==> config.mk <==
export PLATFORM = sky130hd
export DESIGN_NAME = election_report_unit
export DESIGN_NICKNAME = d
export VERILOG_FILES = /design/src/rtl/election_report_unit.sv
export SDC_FILE = /design/constraint.sdc
export NUM_CORES = 1
export LEC_CHECK = 0
export ABC_AREA = 1
export CAP_MARGIN = 20
export CORE_ASPECT_RATIO = 0.8
export CORE_MARGIN = 3
export CORE_UTILIZATION = 43
export DETAILED_ROUTE_END_ITERATION = 6
export DONT_BUFFER_PORTS = 1
export GPL_TIMING_DRIVEN = 0
export SYNTH_ARGS = -nofsm -noshare
export SYNTH_HDL_FRONTEND = slang
export SYNTH_SLANG_ARGS = --single-unit
==> constraint.sdc <==
create_clock -name CLK -period 1.3 [get_ports CLK]
set_input_delay 0.26 -clock CLK [delete_from_list [all_inputs] [get_ports CLK]]
set_output_delay 0.26 -clock CLK [all_outputs]
set_load 0.1 [all_outputs]
==> src/rtl/election_report_unit.sv <==
// ---------------------------------------------------------------------------
// election_report_unit
//
// Sits after the voting-machine stage. It samples that stage's per-cycle
// outputs, counts rejected requests by category over the registration and
// voting phases, captures the final winner once voting has closed, and then
// streams a fixed 6-byte result report over a valid/ready byte interface.
//
// Ports:
//   CLK                       clock, rising edge
//   RST_N                     asynchronous active-low reset
//   in_valid                  upstream sample strobe (one pulse per sample)
//   ballotBoxId               upstream ballot box (not part of the report)
//   numberOfRegisteredVoters  upstream registered-voter count (6 bit)
//   numberOfVotesWinner       upstream winner vote count (6 bit)
//   WinnerId                  upstream winner id (2 bit)
//   AlreadyRegistered,
//   VotingHasNotStarted       registration-phase reject flags
//   AlreadyVoted,
//   NotRegistered,
//   RegistrationHasEnded      voting-phase reject flags
//   out_data / out_valid      report byte stream towards the display logic
//   out_ready                 sink accepts a byte when out_valid && out_ready
//   reg_reject_cnt            saturating registration-phase reject count
//   vote_reject_cnt           saturating voting-phase reject count
//   report_done               all six report bytes accepted (sticky)
//
// Report layout: HEADER, {WinnerId, votes}, {2'b00, registered},
//                reg rejects, vote rejects, XOR of the first five bytes.
// ---------------------------------------------------------------------------
module election_report_unit #(
  parameter int unsigned REG_CYCLES  = 100,
  parameter int unsigned VOTE_CYCLES = 100,
  parameter logic [7:0]  HEADER      = 8'hA5
) (
  input  logic       CLK,
  input  logic       RST_N,
  input  logic       in_valid,
  input  logic [1:0] ballotBoxId,
  input  logic [5:0] numberOfRegisteredVoters,
  input  logic [5:0] numberOfVotesWinner,
  input  logic [1:0] WinnerId,
  input  logic       AlreadyRegistered,
  input  logic       VotingHasNotStarted,
  input  logic       AlreadyVoted,
  input  logic       NotRegistered,
  input  logic       RegistrationHasEnded,
  output logic [7:0] out_data,
  output logic       out_valid,
  input  logic       out_ready,
  output logic [7:0] reg_reject_cnt,
  output logic [7:0] vote_reject_cnt,
  output logic       report_done
);

  typedef enum logic [1:0] {
    ST_COLLECT     = 2'd0,
    ST_WAIT_RESULT = 2'd1,
    ST_SEND        = 2'd2,
    ST_DONE        = 2'd3
  } state_t;

  // Phase boundaries expressed in the width of the sample counter.
  localparam logic [7:0] REG_LIM_C = 8'(REG_CYCLES);
  localparam logic [7:0] TOTAL_C   = 8'(REG_CYCLES + VOTE_CYCLES);
  localparam logic [2:0] LAST_IDX_C = 3'd5;

  // Increment that sticks at 255 instead of wrapping.
  function automatic logic [7:0] sat_inc8(input logic [7:0] v);
    logic [7:0] r;
    if (v == 8'hFF) begin
      r = v;
    end else begin
      r = v + 8'd1;
    end
    return r;
  endfunction

  // Longitudinal XOR check byte over the five payload bytes.
  function automatic logic [7:0] report_checksum(input logic [7:0] b1,
                                                 input logic [7:0] b2,
                                                 input logic [7:0] b3,
                                                 input logic [7:0] b4);
    return HEADER ^ b1 ^ b2 ^ b3 ^ b4;
  endfunction

  // Byte selected for a given report index.
  function automatic logic [7:0] report_byte(input logic [2:0] idx,
                                             input logic [7:0] b1,
                                             input logic [7:0] b2,
                                             input logic [7:0] b3,
                                             input logic [7:0] b4,
                                             input logic [7:0] chk);
    logic [7:0] r;
    case (idx)
      3'd0:    r = HEADER;
      3'd1:    r = b1;
      3'd2:    r = b2;
      3'd3:    r = b3;
      3'd4:    r = b4;
      3'd5:    r = chk;
      default: r = 8'h00;
    endcase
    return r;
  endfunction

  state_t     state_r,      state_s;
  logic [7:0] sample_cnt_r, sample_cnt_s;
  logic [7:0] reg_cnt_r,    reg_cnt_s;
  logic [7:0] vote_cnt_r,   vote_cnt_s;
  logic [2:0] idx_r,        idx_s;
  logic [7:0] rep_b1_r,     rep_b1_s;
  logic [7:0] rep_b2_r,     rep_b2_s;
  logic [7:0] rep_b3_r,     rep_b3_s;
  logic [7:0] rep_b4_r,     rep_b4_s;
  logic [7:0] rep_chk_r,    rep_chk_s;
  logic [7:0] out_data_r,   out_data_s;
  logic       out_valid_r,  out_valid_s;
  logic       done_r,       done_s;

  logic       reg_flag_s;
  logic       vote_flag_s;
  logic [7:0] cap_b1_s;
  logic [7:0] cap_b2_s;

  // The ballot box id travels with the sample but never reaches the report.
  logic unused_ok_s;
  assign unused_ok_s = ^ballotBoxId;

  assign reg_flag_s  = AlreadyRegistered | VotingHasNotStarted;
  assign vote_flag_s = AlreadyVoted | NotRegistered | RegistrationHasEnded;
  assign cap_b1_s    = {WinnerId, numberOfVotesWinner};
  assign cap_b2_s    = {2'b00, numberOfRegisteredVoters};

  // Next-state, counter, capture and stream-output logic.
  always_comb begin
    state_s      = state_r;
    sample_cnt_s = sample_cnt_r;
    reg_cnt_s    = reg_cnt_r;
    vote_cnt_s   = vote_cnt_r;
    idx_s        = idx_r;
    rep_b1_s     = rep_b1_r;
    rep_b2_s     = rep_b2_r;
    rep_b3_s     = rep_b3_r;
    rep_b4_s     = rep_b4_r;
    rep_chk_s    = rep_chk_r;
    out_data_s   = out_data_r;
    out_valid_s  = out_valid_r;
    done_s       = done_r;

    case (state_r)
      ST_COLLECT: begin
        if (in_valid) begin
          // Registration flags only count inside the registration window;
          // any sample not claimed by that category may count as a vote reject.
          if ((sample_cnt_r < REG_LIM_C) && reg_flag_s) begin
            reg_cnt_s = sat_inc8(reg_cnt_r);
          end else if (vote_flag_s) begin
            vote_cnt_s = sat_inc8(vote_cnt_r);
          end else begin
            vote_cnt_s = vote_cnt_r;
          end
          sample_cnt_s = sample_cnt_r + 8'd1;
          if (sample_cnt_s == TOTAL_C) begin
            state_s = ST_WAIT_RESULT;
          end else begin
            state_s = ST_COLLECT;
          end
        end else begin
          state_s = ST_COLLECT;
        end
      end

      ST_WAIT_RESULT: begin
        if (in_valid) begin
          // Freeze the result and the counters so the report is self-consistent.
          rep_b1_s    = cap_b1_s;
          rep_b2_s    = cap_b2_s;
          rep_b3_s    = reg_cnt_r;
          rep_b4_s    = vote_cnt_r;
          rep_chk_s   = report_checksum(cap_b1_s, cap_b2_s, reg_cnt_r, vote_cnt_r);
          idx_s       = 3'd0;
          out_data_s  = HEADER;
          out_valid_s = 1'b1;
          state_s     = ST_SEND;
        end else begin
          state_s = ST_WAIT_RESULT;
        end
      end

      ST_SEND: begin
        if (out_valid_r && out_ready) begin
          if (idx_r == LAST_IDX_C) begin
            out_valid_s = 1'b0;
            out_data_s  = 8'h00;
            done_s      = 1'b1;
            state_s     = ST_DONE;
          end else begin
            // Present the following byte on the very next cycle.
            idx_s      = idx_r + 3'd1;
            out_data_s = report_byte(idx_s, rep_b1_r, rep_b2_r, rep_b3_r,
                                     rep_b4_r, rep_chk_r);
            state_s    = ST_SEND;
          end
        end else begin
          state_s = ST_SEND;
        end
      end

      ST_DONE: begin
        out_valid_s = 1'b0;
        done_s      = 1'b1;
        state_s     = ST_DONE;
      end

      default: begin
        state_s = ST_COLLECT;
      end
    endcase
  end

  // State and datapath registers; reset aborts any report in flight.
  always_ff @(posedge CLK or negedge RST_N) begin
    if (!RST_N) begin
      state_r      <= ST_COLLECT;
      sample_cnt_r <= 8'h00;
      reg_cnt_r    <= 8'h00;
      vote_cnt_r   <= 8'h00;
      idx_r        <= 3'd0;
      rep_b1_r     <= 8'h00;
      rep_b2_r     <= 8'h00;
      rep_b3_r     <= 8'h00;
      rep_b4_r     <= 8'h00;
      rep_chk_r    <= 8'h00;
      out_data_r   <= 8'h00;
      out_valid_r  <= 1'b0;
      done_r       <= 1'b0;
    end else begin
      state_r      <= state_s;
      sample_cnt_r <= sample_cnt_s;
      reg_cnt_r    <= reg_cnt_s;
      vote_cnt_r   <= vote_cnt_s;
      idx_r        <= idx_s;
      rep_b1_r     <= rep_b1_s;
      rep_b2_r     <= rep_b2_s;
      rep_b3_r     <= rep_b3_s;
      rep_b4_r     <= rep_b4_s;
      rep_chk_r    <= rep_chk_s;
      out_data_r   <= out_data_s;
      out_valid_r  <= out_valid_s;
      done_r       <= done_s;
    end
  end

  assign out_data        = out_data_r;
  assign out_valid       = out_valid_r;
  assign reg_reject_cnt  = reg_cnt_r;
  assign vote_reject_cnt = vote_cnt_r;
  assign report_done     = done_r;

endmodule
# Word-level counts from Yosys, hierarchy flattened
# Index checks and enable logic that the tools add are counted.
classes:
  magnitude_cmp: 1
  n_reduce_logical: 15
  addsub: 4
  muxes: 22
  bitwise: 10
  eq_ne: 16
ops:
  columns: ["op", "n"]
  rows:
  - ["case mux 8 bit (6 select lines)", 1]
  - ["adder 8 x 1 -> 8 bit, second input constant", 3]
  - ["== test 8 bit, second input constant", 3]
  - ["two-way mux 8 bit", 3]
  - ["case mux 8 bit (2 select lines)", 1]
  - ["bitwise XOR 8 bit", 2]
  - ["AND reduction 4 bit", 3]
  - ["== test 3 bit, second input constant", 3]
  - ["two-way mux 3 bit", 3]
  - ["< comparator 8 x 7 -> 1 bit, second input constant", 1]
  - ["!= test 2 bit, second input constant", 4]
  - ["case mux 2 bit (4 select lines)", 1]
  - ["bitwise XOR 8 x 6 -> 8 bit", 1]
  - ["two-way mux 1 bit", 7]
  - ["== test 3 x 2 -> 1 bit, second input constant", 2]
  - ["two-way mux 2 bit", 3]
  - ["case mux 3 bit (2 select lines)", 1]
  - ["AND reduction 3 bit", 2]
  - ["AND reduction 5 bit", 1]
  - ["== test 2 bit, second input constant", 2]
  - ["inverter 4 bit", 1]
  - ["AND reduction 2 bit", 2]
  - ["nonzero test 2 bit", 2]
  - ["adder 3 x 1 -> 3 bit, second input constant", 1]
  - ["10 further kinds", 15]
word_totals:
  out_inout_bits: 26
  wordCells: 81
  reg_bits: 77

# Logic depth before layout (Yosys ltp)
# Gate-level depths: netlist of the first run.
logic_depth:
  word_depth: 6
  mapped_depth: 11

# Worst setup path before layout of the first run
# OpenSTA, ideal clock, no wires.
synth_timing:
  kind: "reg2reg"
  from: "register vote_cnt_r[1] (netlist: vote_reject_cnt[1])"
  to: "register vote_cnt_r[0] (netlist: vote_reject_cnt[0])"
  stages_incl_launch_ff: 8
  slack_ns: -0.869
  arrival_ns: 2.102
  setup_time_ns: 0.067
  required_ns: 1.233
  synth_period_minus_slack_ns: 2.169
  n_path_buf: 0
  path_cell_list: "dfrtp_1 -> ha_1 -> nand3_1 -> nor2_2 -> nand3_2 -> nand2_4 -> nand2_1 -> nand2_1"
synth_via:
  elab_chain_cells: 3
synth_lines:
  columns: ["element", "line_no", "text"]
  rows:
  - ["start: declaration", "110", "logic [7:0] vote_cnt_r, vote_cnt_s;"]
  - ["start signal: assignment", "242", "vote_cnt_r <= vote_cnt_s;"]
  - ["== test 8 bit", "71", "if (v == 8'hFF) begin"]
  - ["inverter 1 bit (no source line)", null, null]
  - ["AND reduction 5 bit (no source line)", null, null]
# Every way passes these cells.
# A chain may end at the register's enable or synchronous reset.

# Worst setup path after layout of the first run
layout_timing:
  from: "register reg_cnt_r[1] (netlist: reg_reject_cnt[1])"
  to: "register reg_cnt_r[0] (netlist: reg_reject_cnt[0])"
layout_via:
  elab_chain_cells: 3
layout_lines:
  columns: ["element", "line_no", "text"]
  rows:
  - ["start: declaration", "109", "logic [7:0] reg_cnt_r, reg_cnt_s;"]
  - ["start signal: assignment", "241", "reg_cnt_r <= reg_cnt_s;"]
  - ["== test 8 bit", "71", null]
  - ["inverter 1 bit (no source line)", null, null]
  - ["AND reduction 4 bit (no source line)", null, null]
# Every way passes these cells.

==> flow_summary.json, run 1 <==
{
  "path_class": "flip-flop to flip-flop",
  "vias_per_cell": 5.05,
  "cts_tree": "built",
  "grt_pass1_vias": 3305,
  "cts_buffer_depth": 2,
  "ys_ff_latch": 77,
  "syn_area_per_cell_um2": 8.00,
  "setup_viol": 34,
  "drc": 0,
  "r2r_slack_ns": -0.32,
  "rsz0062_at_grt": "yes",
  "nNetsFinal": 573,
  "start_util": 0.444,
  "synth_top_area_cell": "dfrtp_1",
  "grt_pass1_wl_um": 17400,
  "htreeDepth": 3,
  "hp-class": "primary input to async pin",
  "cts-root-buf": "clkbuf_16",
  "relSlewSlack": 0.674,
  "drt_iter0_markers": 195,
  "yosysWarnings": 0,
  "start_kind": "flip-flop",
  "antenna_left": 0,
  "hpwl_um": 6930,
  "num_rows": 31,
  "max-cap-violations": 0,
  "synth_fp_nets": 539,
  "cts_buffers": 9,
  "leakagePower_nw": 2.48,
  "antenna_found_initial": 0,
  "grt_max_degree": 78,
  "grtUsageTotal": 0.213,
  "finalPower_mw": 5.35,
  "fin_ws_ns": -0.321,
  "num_io_pins": 51,
  "synth_top_area_frac": 0.476,
  "clock_sinks": 77,
  "wl_um": 10600,
  "ir_worst_vdd_v": 0.000848,
  "clk_pin_slew_ns": 0.06,
  "area_growth_pct": 33.1,
  "hold_viol": 77,
  "io_buffers": 0,
  "vias": 3332,
  "die_w_um": 114,
  "skew_ns": 0.00776,
  "detail_route.wl_per_cell_um": 16.1,
  "grt_overflow": 0,
  "period_share": 1.25,
  "cp_data_arrival_time_ns": 1.87,
  "ys_seq_area_frac": 0.476,
  "die_h_um": 92.8,
  "outcome": "complete, but fails checks",
  "antennaDiodeCount": 0,
  "die-area_mm2": 0.0106,
  "post-route-min-period_ns": 1.62,
  "drive_above_1_share": 0.319,
  "violations": "negative hold slack, negative setup slack",
  "routabilityCongestion": 0.800,
  "required_ns": 1.55,
  "timing.fmax_mhz": 617,
  "synthCells": 506,
  "synth_area_leaders": "dfrtp_1 48%, nand2_1 18%, xor2_1 6.5%, inv_1 3.9%, o21ai_0 3.5%",
  "power_density_mw_per_mm2": 992,
  "dr.pass1.iters": 4,
  "core-area_mm2": 0.00911,
  "worst_skew_pair.late_latency_ns": 0.34,
  "cp-end-kind": "flip-flop",
  "finalMaxSlewViolations": 0,
  "hold_ws_ns": -0.385,
  "netlist_area_mm2": 0.00405,
  "final_util": 0.591,
  "critPathMaxFanout": 6,
  "ys_types": 32,
  "worstMarginPinSlew_ns": 0.489
}
[power by group]
part	internal [mW]	total (mW)	leakage, nW	switching (mW)
registers	2.40	2.41	0.959	0.0109
logic	0.0934	0.212	1.37	0.118
clock network	1.73	2.72	0.153	0.991
[registers in the layout, indices dropped and copies added, names as in the netlist]
| register | cells |
|---|---|
| out_data | 8 |
| rep_chk_r | 8 |
| rep_b3_r | 8 |
| rep_b1_r | 8 |
| reg_reject_cnt | 8 |
| out_valid | 1 |
| vote_reject_cnt | 8 |
| rep_b2_r | 6 |
| rep_b4_r | 8 |
| report_done | 1 |
| state_r | 2 |
| sample_cnt_r | 8 |
| idx_r | 3 |
[what timing repair did]
action	in CTS	in global routing
pin swaps	25	28
endpoints found under the setup margin	69	78
gates resized for setup	60	83
setup buffers	14	7
cloned	2	0
hold endpoints to repair	77	77
[critical path: stages, from the launching register on]
cell,delay [ns]
dfrtp_4,0.67
ha_4,0.21
nand3_4,0.08
nor2_4,0.12
nand2_2,0.07
nand3_4,0.08
buf_6,0.13
xor2_1,0.15
[layer usage]
| layer | vias up | wire length, um | part of all wire | track usage |
|---|---|---|---|---|
| met5 | - | 0 | 0 | 0 |
| met3 | 10 | 947 | 0.089 | 0.0777 |
| met2 | 101 | 4920 | 0.46 | 0.325 |
| met1 | 1577 | 4660 | 0.44 | 0.288 |
| li1 | 1644 | - | - | - |
| met4 | 0 | 104 | 0.0098 | 0.0485 |
[cell type report]
cell class,instances,area [um^2]
clock inverters,4,72.6
clock buffers,12,246
multi-input cells,369,2330
well taps,115,144
repair buffers,22,200
flip-flops and latches,77,2030
plain buffers,13,161
fillers,812,3730
inverters,48,203
[path summary, 6_finish.rpt]
path | end | from | depth (start not counted)
setup / recovery | reg_reject_cnt[0]$_DFFE_PN0P_ | reg_reject_cnt[1]$_DFFE_PN0P_ | 7
hold / removal | out_valid$_DFFE_PN0P_ | RST_N | 0
setup reg to reg | reg_reject_cnt[0]$_DFFE_PN0P_ | reg_reject_cnt[1]$_DFFE_PN0P_ | 7
hold reg to reg | rep_b4_r[6]$_DFFE_PN0P_ | rep_b4_r[6]$_DFFE_PN0P_ | 2
max in group asynchronous | vote_reject_cnt[5]$_DFFE_PN0P_ | RST_N | 0
min in group CLK | rep_b2_r[5]$_DFFE_PN0P_ | numberOfRegisteredVoters[5] | 2
[synthesized netlist by cell type]
cell / count
a21oi_1: 10
a21oi_2: 1
a31o_2: 1
buf_2: 8
buf_4: 3
buf_6: 1
clkbuf_2: 1
dfrtp_1: 77
ha_1: 8
inv_1: 42
inv_2: 6
nand2_1: 199
nand2_2: 6
nand2_4: 2
nand3_1: 26
nand3_2: 1
nand3b_1: 1
nand4_1: 3
nor2_1: 22
nor2_2: 2
nor2_4: 5
nor3_1: 5
nor4_1: 1
o21a_1: 1
o21ai_0: 28
o21ai_1: 2
o21ai_4: 1
o22ai_1: 1
o31ai_1: 1
or2_2: 3
xnor2_1: 8
xor2_1: 30
[through the flow]
stage | cell area [um^2] | setup WS [ns] | hold slack [ns] | std cells | TNS [ns]
after floorplan | 4250 | -0.214 | -0.0356 | 506 | -3.33
after global placement | 4390 | -0.328 | -0.0317 | 621 | -9.16
after detailed placement | 4390 | -0.366 | -0.0327 | 621 | -10.40
after CTS | 5040 | -0.312 | -0.397 | 653 | -6.97
after global routing | 5390 | -0.404 | -0.408 | 660 | -10.20
final | 5390 | -0.321 | -0.385 | 660 | -7.39
[layout by cell type, fill, tap and decap left out, types with 9 or more instances in the layout]
cell	n
xor2_1	25
nor2_1	15
o21ai_0	18
dfrtp_4	25
buf_4	16
buf_6	13
inv_1	34
nor2_4	11
nand2_2	17
nand2_1	179
nand3_1	17
o21ai_1	9
dfrtp_1	46
clkbuf_16	9
[cells by family after synthesis]
| family | Yosys count | synth area share |
|---|---|---|
| simple gates | 276 | 0.290 |
| flops | 77 | 0.476 |
| xor+xnor | 38 | 0.0822 |
| compound gates | 46 | 0.0630 |
| buf+inv | 61 | 0.0640 |
| fa+ha+maj | 8 | 0.0247 |
Power figures use the tool's default switching activity.
==> run 2: changes to the inputs <==
--- a/config.mk
+++ b/config.mk
@@ -8,7 +8,6 @@
 export ABC_AREA = 1
 export CAP_MARGIN = 20
 export CORE_ASPECT_RATIO = 0.8
-export CORE_MARGIN = 3
 export CORE_UTILIZATION = 43
 export DETAILED_ROUTE_END_ITERATION = 6
 export DONT_BUFFER_PORTS = 1
==> run 2 against run 1 <==
  * The flow still finishes with violations (negative hold slack, negative setup slack)
  * Sequential share of layout area fell by 0.82 points
  * Die area fell by 7.7%
  * Core utilization grew 1.0 points
  * Register-to-register slack worse by 0.03 ns
  * Count of clock-buffer cells in the layout down 3
  * Non-clock buffer count up 4
  * Power increased by 6.4%
  * Global-route usage rose by 1.2 points
  * Cell count grew 0.61%
  * Hold slack got worse by 0.0037 ns
==> flow_summary.json, run 2 (synthesis results as in run 1) <==
{
  "hold_ws_ns": -0.389,
  "cpMostUsedCell": "nand3_4",
  "antenna_left": 0,
  "die-area_mm2": 0.00981,
  "num_rows": 31,
  "final_common_cell": "nand2_1",
  "preCtsSetupSlack_ns": -0.347,
  "post-route-min-period_ns": 1.65,
  "routabilityCongestion": 0.791,
  "grtUsageTotal": 0.224,
  "slowest_delay_ns": 0.69,
  "cts-root-buf": "clkbuf_16",
  "nFillCells": 761,
  "fin_tns_setup_ns": -7.76,
  "dr.pass1.iters": 4,
  "grt_pass1_wl_um": 16800,
  "cp_data_arrival_time_ns": 1.91,
  "rr_worst_depth": 7,
  "io_buffers": 0,
  "rsz0062_at_grt": "yes",
  "die_w_um": 110,
  "worstMarginPinSlew_ns": 0.492,
  "path_cells": "ha_4 -> nand3_4 -> nor2_4 -> nand2_2 -> nand3_4 -> buf_6 -> xor2_1",
  "skew_ns": 0.00496,
  "grt_max_degree": 78,
  "start_util": 0.444,
  "htreeDepth": 3,
  "drt_iter0_markers": 156,
  "hold_viol": 77,
  "ir_worst_vdd_v": 0.000655,
  "finalPower_mw": 5.69,
  "critPathMaxFanout": 6,
  "leakagePower_nw": 2.53,
  "wl_um": 10700,
  "timing.fmax_mhz": 605,
  "detail_route.wl_per_cell_um": 16.2,
  "drive_above_1_share": 0.339,
  "fin_area_mm2": 0.00548,
  "hp-class": "primary input to async pin",
  "slowest_stage": "dfrtp_4",
  "dpl_cell_area_mm2": 0.00439,
  "grt_pass1_vias": 3247,
  "antennaDiodeCount": 0,
  "area_growth_pct": 35.4,
  "vias": 3376,
  "period_share": 1.27,
  "max-cap-violations": 0,
  "antenna_found_initial": 0,
  "nNetsFinal": 577,
  "clk_pin_slew_ns": 0.06,
  "fin_ws_ns": -0.352,
  "num_io_pins": 51,
  "vias_per_cell": 5.08,
  "path_class": "flip-flop to flip-flop",
  "start_kind": "flip-flop",
  "cts_tree": "built",
  "worst_skew_pair.late_latency_ns": 0.34,
  "relSlewSlack": 0.672,
  "clock_sinks": 77,
  "violations": "negative hold slack, negative setup slack",
  "layout_common_cells": "174 x nand2_1, 46 x dfrtp_1, 33 x inv_1, 26 x xor2_1, 22 x buf_4",
  "r2r_slack_ns": -0.35,
  "cp-end-kind": "flip-flop",
  "outcome": "complete, but fails checks",
  "power_density_mw_per_mm2": 1040,
  "hpwl_um": 6780,
  "setup_viol": 35,
  "finalMaxSlewViolations": 0,
  "cts_buffer_depth": 2,
  "core-area_mm2": 0.00911,
  "cts_buffers": 9,
  "required_ns": 1.56,
  "drc": 0,
  "die_h_um": 88.8,
  "grt_overflow": 0
}
==> run 2: cell types whose count changed in the layout (fill, tap and decap cells not counted), sizes merged <==
cell / before / now
buf: 35 / 39
bufinv: 2 / 4
clkbuf: 12 / 9
clkinv: 1 / 2
==> run 2: per-layer routing <==
layer,wire (um),GRT usage,share of wire
met5,0,0,0
met4,91,0.0618,0.0085
met3,843,0.0747,0.079
met2,5000,0.350,0.47
met1,4800,0.302,0.45
==> run 2: cell type report <==
| cell class | instances | area [um^2] | area share |
|---|---|---|---|
| multi-input combinational | 369 | 2370 | 0.433 |
| sequential | 77 | 2020 | 0.368 |
| timing repair buffer | 26 | 226 | 0.0413 |
| clock buffer | 9 | 225 | 0.0411 |
| inverter | 48 | 200 | 0.0365 |
| buffer | 13 | 154 | 0.0281 |
| tap | 115 | 144 | 0.0263 |
| clock inverter | 7 | 138 | 0.0251 |
==> run 2: what timing repair did <==
| action | in CTS | in global routing |
|---|---|---|
| setup endpoints to repair | 68 | 75 |
| gates cloned | 2 | 0 |
| pin swaps | 35 | 39 |
| hold endpoints to repair | 77 | 77 |
| resized for setup | 71 | 72 |
| buffers inserted | 18 | 8 |
==> run 2: power breakdown <==
| part | total [mW] | leakage [nW] | switching [mW] | internal [mW] |
|---|---|---|---|---|
| Sequential | 2.41 | 0.961 | 0.0108 | 2.40 |
| Combinational | 0.209 | 1.39 | 0.116 | 0.0935 |
| Clock | 3.07 | 0.175 | 1.01 | 2.06 |
==> run 2: metrics by stage <==
step,util,hold WS (ns),std cells
after floorplan,-,-0.0356,506
after global placement,0.482,-0.0319,621
after detailed placement,0.482,-0.0323,621
after CTS,0.566,-0.394,657
after global routing,0.601,-0.402,664
final,0.601,-0.389,664
==> run 2: worst paths after layout <==
kind                                                     from                       endpoint
worst max-delay path            reg_reject_cnt[1]$_DFFE_PN0P_  reg_reject_cnt[0]$_DFFE_PN0P_
worst min-delay path                                    RST_N        report_done$_DFFE_PN0P_
worst max register to register  reg_reject_cnt[1]$_DFFE_PN0P_  reg_reject_cnt[0]$_DFFE_PN0P_
worst min register to register        rep_b2_r[2]$_DFFE_PN0P_        rep_b2_r[2]$_DFFE_PN0P_
max in group asynchronous                               RST_N  reg_reject_cnt[6]$_DFFE_PN0P_
min in group CLK                                  WinnerId[1]        rep_b1_r[7]$_DFFE_PN0P_
==> run 2: worst max-delay path, delay by kind of cell (launching register included) <==
kind	cells	cell delay, ns
xor gates and xnor gates	1	0.14
adders and majority gates	1	0.21
buffers and inverters	1	0.15
DFF	1	0.69
and+or+nand+nor	4	0.38
==> run 3: changes to the inputs <==
--- a/config.mk
+++ b/config.mk
@@ -8,10 +8,10 @@
 export ABC_AREA = 1
 export CAP_MARGIN = 20
 export CORE_ASPECT_RATIO = 0.8
-export CORE_UTILIZATION = 43
+export CORE_UTILIZATION = 55
 export DETAILED_ROUTE_END_ITERATION = 6
-export DONT_BUFFER_PORTS = 1
 export GPL_TIMING_DRIVEN = 0
+export PLACE_DENSITY = 0.79
 export SYNTH_ARGS = -nofsm -noshare
 export SYNTH_HDL_FRONTEND = slang
 export SYNTH_SLANG_ARGS = --single-unit
==> constraint.sdc (replaced) <==
create_clock -name CLK -period 1.63 [get_ports CLK]
set_input_delay 0.326 -clock CLK [delete_from_list [all_inputs] [get_ports CLK]]
set_output_delay 0.326 -clock CLK [all_outputs]
set_load 0.1 [all_outputs]
==> run 3 against run 2 <==
  * The flow finishes with violations (design-rule violations)
  * Global-route usage grew 5.5 points
  * Core utilization up 11 points
  * Hold slack improved by 0.86 ns
  * Non-clock buffer count is 31 higher
  * Clock skew increased by 0.0011 ns
  * Cell area is 8.9% lower
==> flow_summary.json, run 3 (synthesis results as in run 1) <==
{
  "vias": 3533,
  "cpLargestDelayFamily": "buffers and inverters",
  "finalMaxSlewViolations": 0,
  "fin_ws_ns": 0.0265,
  "rr_endpoint": "out_data[5]$_DFFE_PN0P_",
  "cp-startpoint": "out_data[0]$_DFFE_PN0P_",
  "cts_buffers": 9,
  "cp-end-kind": "output port",
  "drc": 4,
  "start_kind": "flip-flop",
  "required_ns": 1.30,
  "die_w_um": 97.9,
  "clk_pin_slew_ns": 0.08,
  "max-cap-violations": 0,
  "core-area_mm2": 0.00699,
  "grt_pass1_vias": 3425,
  "rr_worst_depth": 10,
  "relSlewSlack": 0.637,
  "rsz0062_at_grt": "yes",
  "antennaDiodeCount": 0,
  "r2r-start": "idx_r[0]$_DFFE_PN0P_",
  "period_share": 0.984,
  "num_rows": 27,
  "hpwl_um": 6890,
  "drt_iter0_markers": 210,
  "path_depth": 1,
  "grt_overflow": 0,
  "cp_data_arrival_time_ns": 1.28,
  "vias_per_cell": 5.31,
  "preCtsSetupSlack_ns": -0.336,
  "area_growth_pct": 23.3,
  "critPathMaxFanout": 2,
  "final_util": 0.714,
  "setup_viol": 0,
  "drive_above_1_share": 0.208,
  "path_class": "flip-flop to output port",
  "routabilityCongestion": 0.862,
  "path_cells": "clkdlybuf4s15_2",
  "htreeDepth": 3,
  "die_h_um": 78.7,
  "num_io_pins": 51,
  "start_util": 0.579,
  "fin_area_mm2": 0.00499,
  "timing.fmax_mhz": 624,
  "grtUsageTotal": 0.279,
  "crit_path_end": "out_data[0]",
  "leakagePower_nw": 2.54,
  "wl_um": 9850,
  "cp_num_buf_inv": 1,
  "worstMarginPinSlew_ns": 0.547,
  "hp-class": "primary input to async pin",
  "power_density_mw_per_mm2": 726,
  "cts-root-buf": "clkbuf_8",
  "worst_skew_pair.late_latency_ns": 0.35,
  "grt_max_degree": 43,
  "hold_viol": 0,
  "dpl_cell_area_mm2": 0.00472,
  "outcome": "complete, but fails checks",
  "ir_worst_vdd_v": 0.000475,
  "io_buffers": 48,
  "final_common_cell": "nand2_1",
  "antenna_found_initial": 0,
  "r2r_slack_ns": 0.04,
  "slowest_stage": "clkdlybuf4s15_2",
  "detail_route.wl_per_cell_um": 14.8,
  "dr.pass1.iters": 6,
  "skew_ns": 0.00605,
  "violations": "design-rule violations",
  "antenna_left": 0,
  "cts_tree": "built",
  "die-area_mm2": 0.00771,
  "slowest_delay_ns": 0.56,
  "post-route-min-period_ns": 1.60,
  "cts_buffer_depth": 2,
  "clock_sinks": 77,
  "nNetsFinal": 607,
  "grt_pass1_wl_um": 16600,
  "finalPower_mw": 3.62,
  "layout_common_cells": "196 x nand2_1, 59 x dfrtp_1, 39 x inv_1, 30 x xor2_1, 27 x o21ai_0"
}
[run 3: changes by cell type in the layout (fill, tap and decap cells not counted), sizes merged, moves of 2 or more]
cell | before | now
clkdlybuf4s15 | 0 | 6
clkbuf | 9 | 18
clkinv | 2 | 0
bufinv | 4 | 1
clkdlybuf4s50 | 0 | 21
buf | 39 | 33
clkdlybuf4s18 | 0 | 5
[run 3: area by class of cell]
cell class / instances / area [um^2]
Buffer: 13 / 81.3
Tap cell: 87 / 109
Sequential cell: 77 / 1960
Clock inverter: 1 / 30.0
Timing Repair Buffer: 57 / 500
Clock buffer: 14 / 163
Multi-Input combinational cell: 368 / 1960
Fill cell: 585 / 2000
Inverter: 48 / 183
[run 3: worst min-delay path by stage]
stage,from,cells after the start,end
2_1_floorplan,RST_N,0,idx_r[0]$_DFFE_PN0P_
3_3_place_gp,report_done$_DFFE_PN0P_,1,report_done$_DFFE_PN0P_
3_5_place_dp,RST_N,1,idx_r[0]$_DFFE_PN0P_
4_1_cts,RST_N,2,idx_r[0]$_DFFE_PN0P_
5_1_grt,RST_N,2,idx_r[0]$_DFFE_PN0P_
6_report,RST_N,2,idx_r[0]$_DFFE_PN0P_
[run 3: repair_timing]
item / in CTS / in global routing
pin swaps: 2 / 9
resized for setup: 110 / 29
endpoints found under the setup margin: 33 / 20
hold buffers: 1 / 0
hold endpoints to repair: 35 / 0
setup buffers: 3 / 4
[run 3: routing by layer]
metal | part of all wire | up-vias | GRT usage
li1 | - | 1710 | -
met1 | 0.45 | 1669 | 0.383
met2 | 0.46 | 135 | 0.444
met3 | 0.068 | 19 | 0.0651
met4 | 0.021 | 0 | 0.0864
met5 | 0 | - | 0
[run 3: per-stage QoR]
| stage | TNS (ns) | instances | hold slack [ns] |
|---|---|---|---|
| 2_1_floorplan | 0 | 506 | 0.0304 |
| 3_3_place_gp | -205.03 | 641 | 0.453 |
| 3_5_place_dp | -9.10 | 642 | 0.317 |
| 4_1_cts | 0 | 661 | 0.477 |
| 5_1_grt | -0.214 | 665 | 0.505 |
| 6_report | 0 | 665 | 0.469 |
[run 3: power by group]
part | internal (mW) | switching [mW] | total [mW] | leakage [nW]
logic | 0.107 | 0.137 | 0.244 | 1.46
clock network | 0.786 | 0.673 | 1.46 | 0.0968
registers | 1.91 | 0.00742 | 1.92 | 0.983
total | 2.81 | 0.817 | 3.62 | 2.54
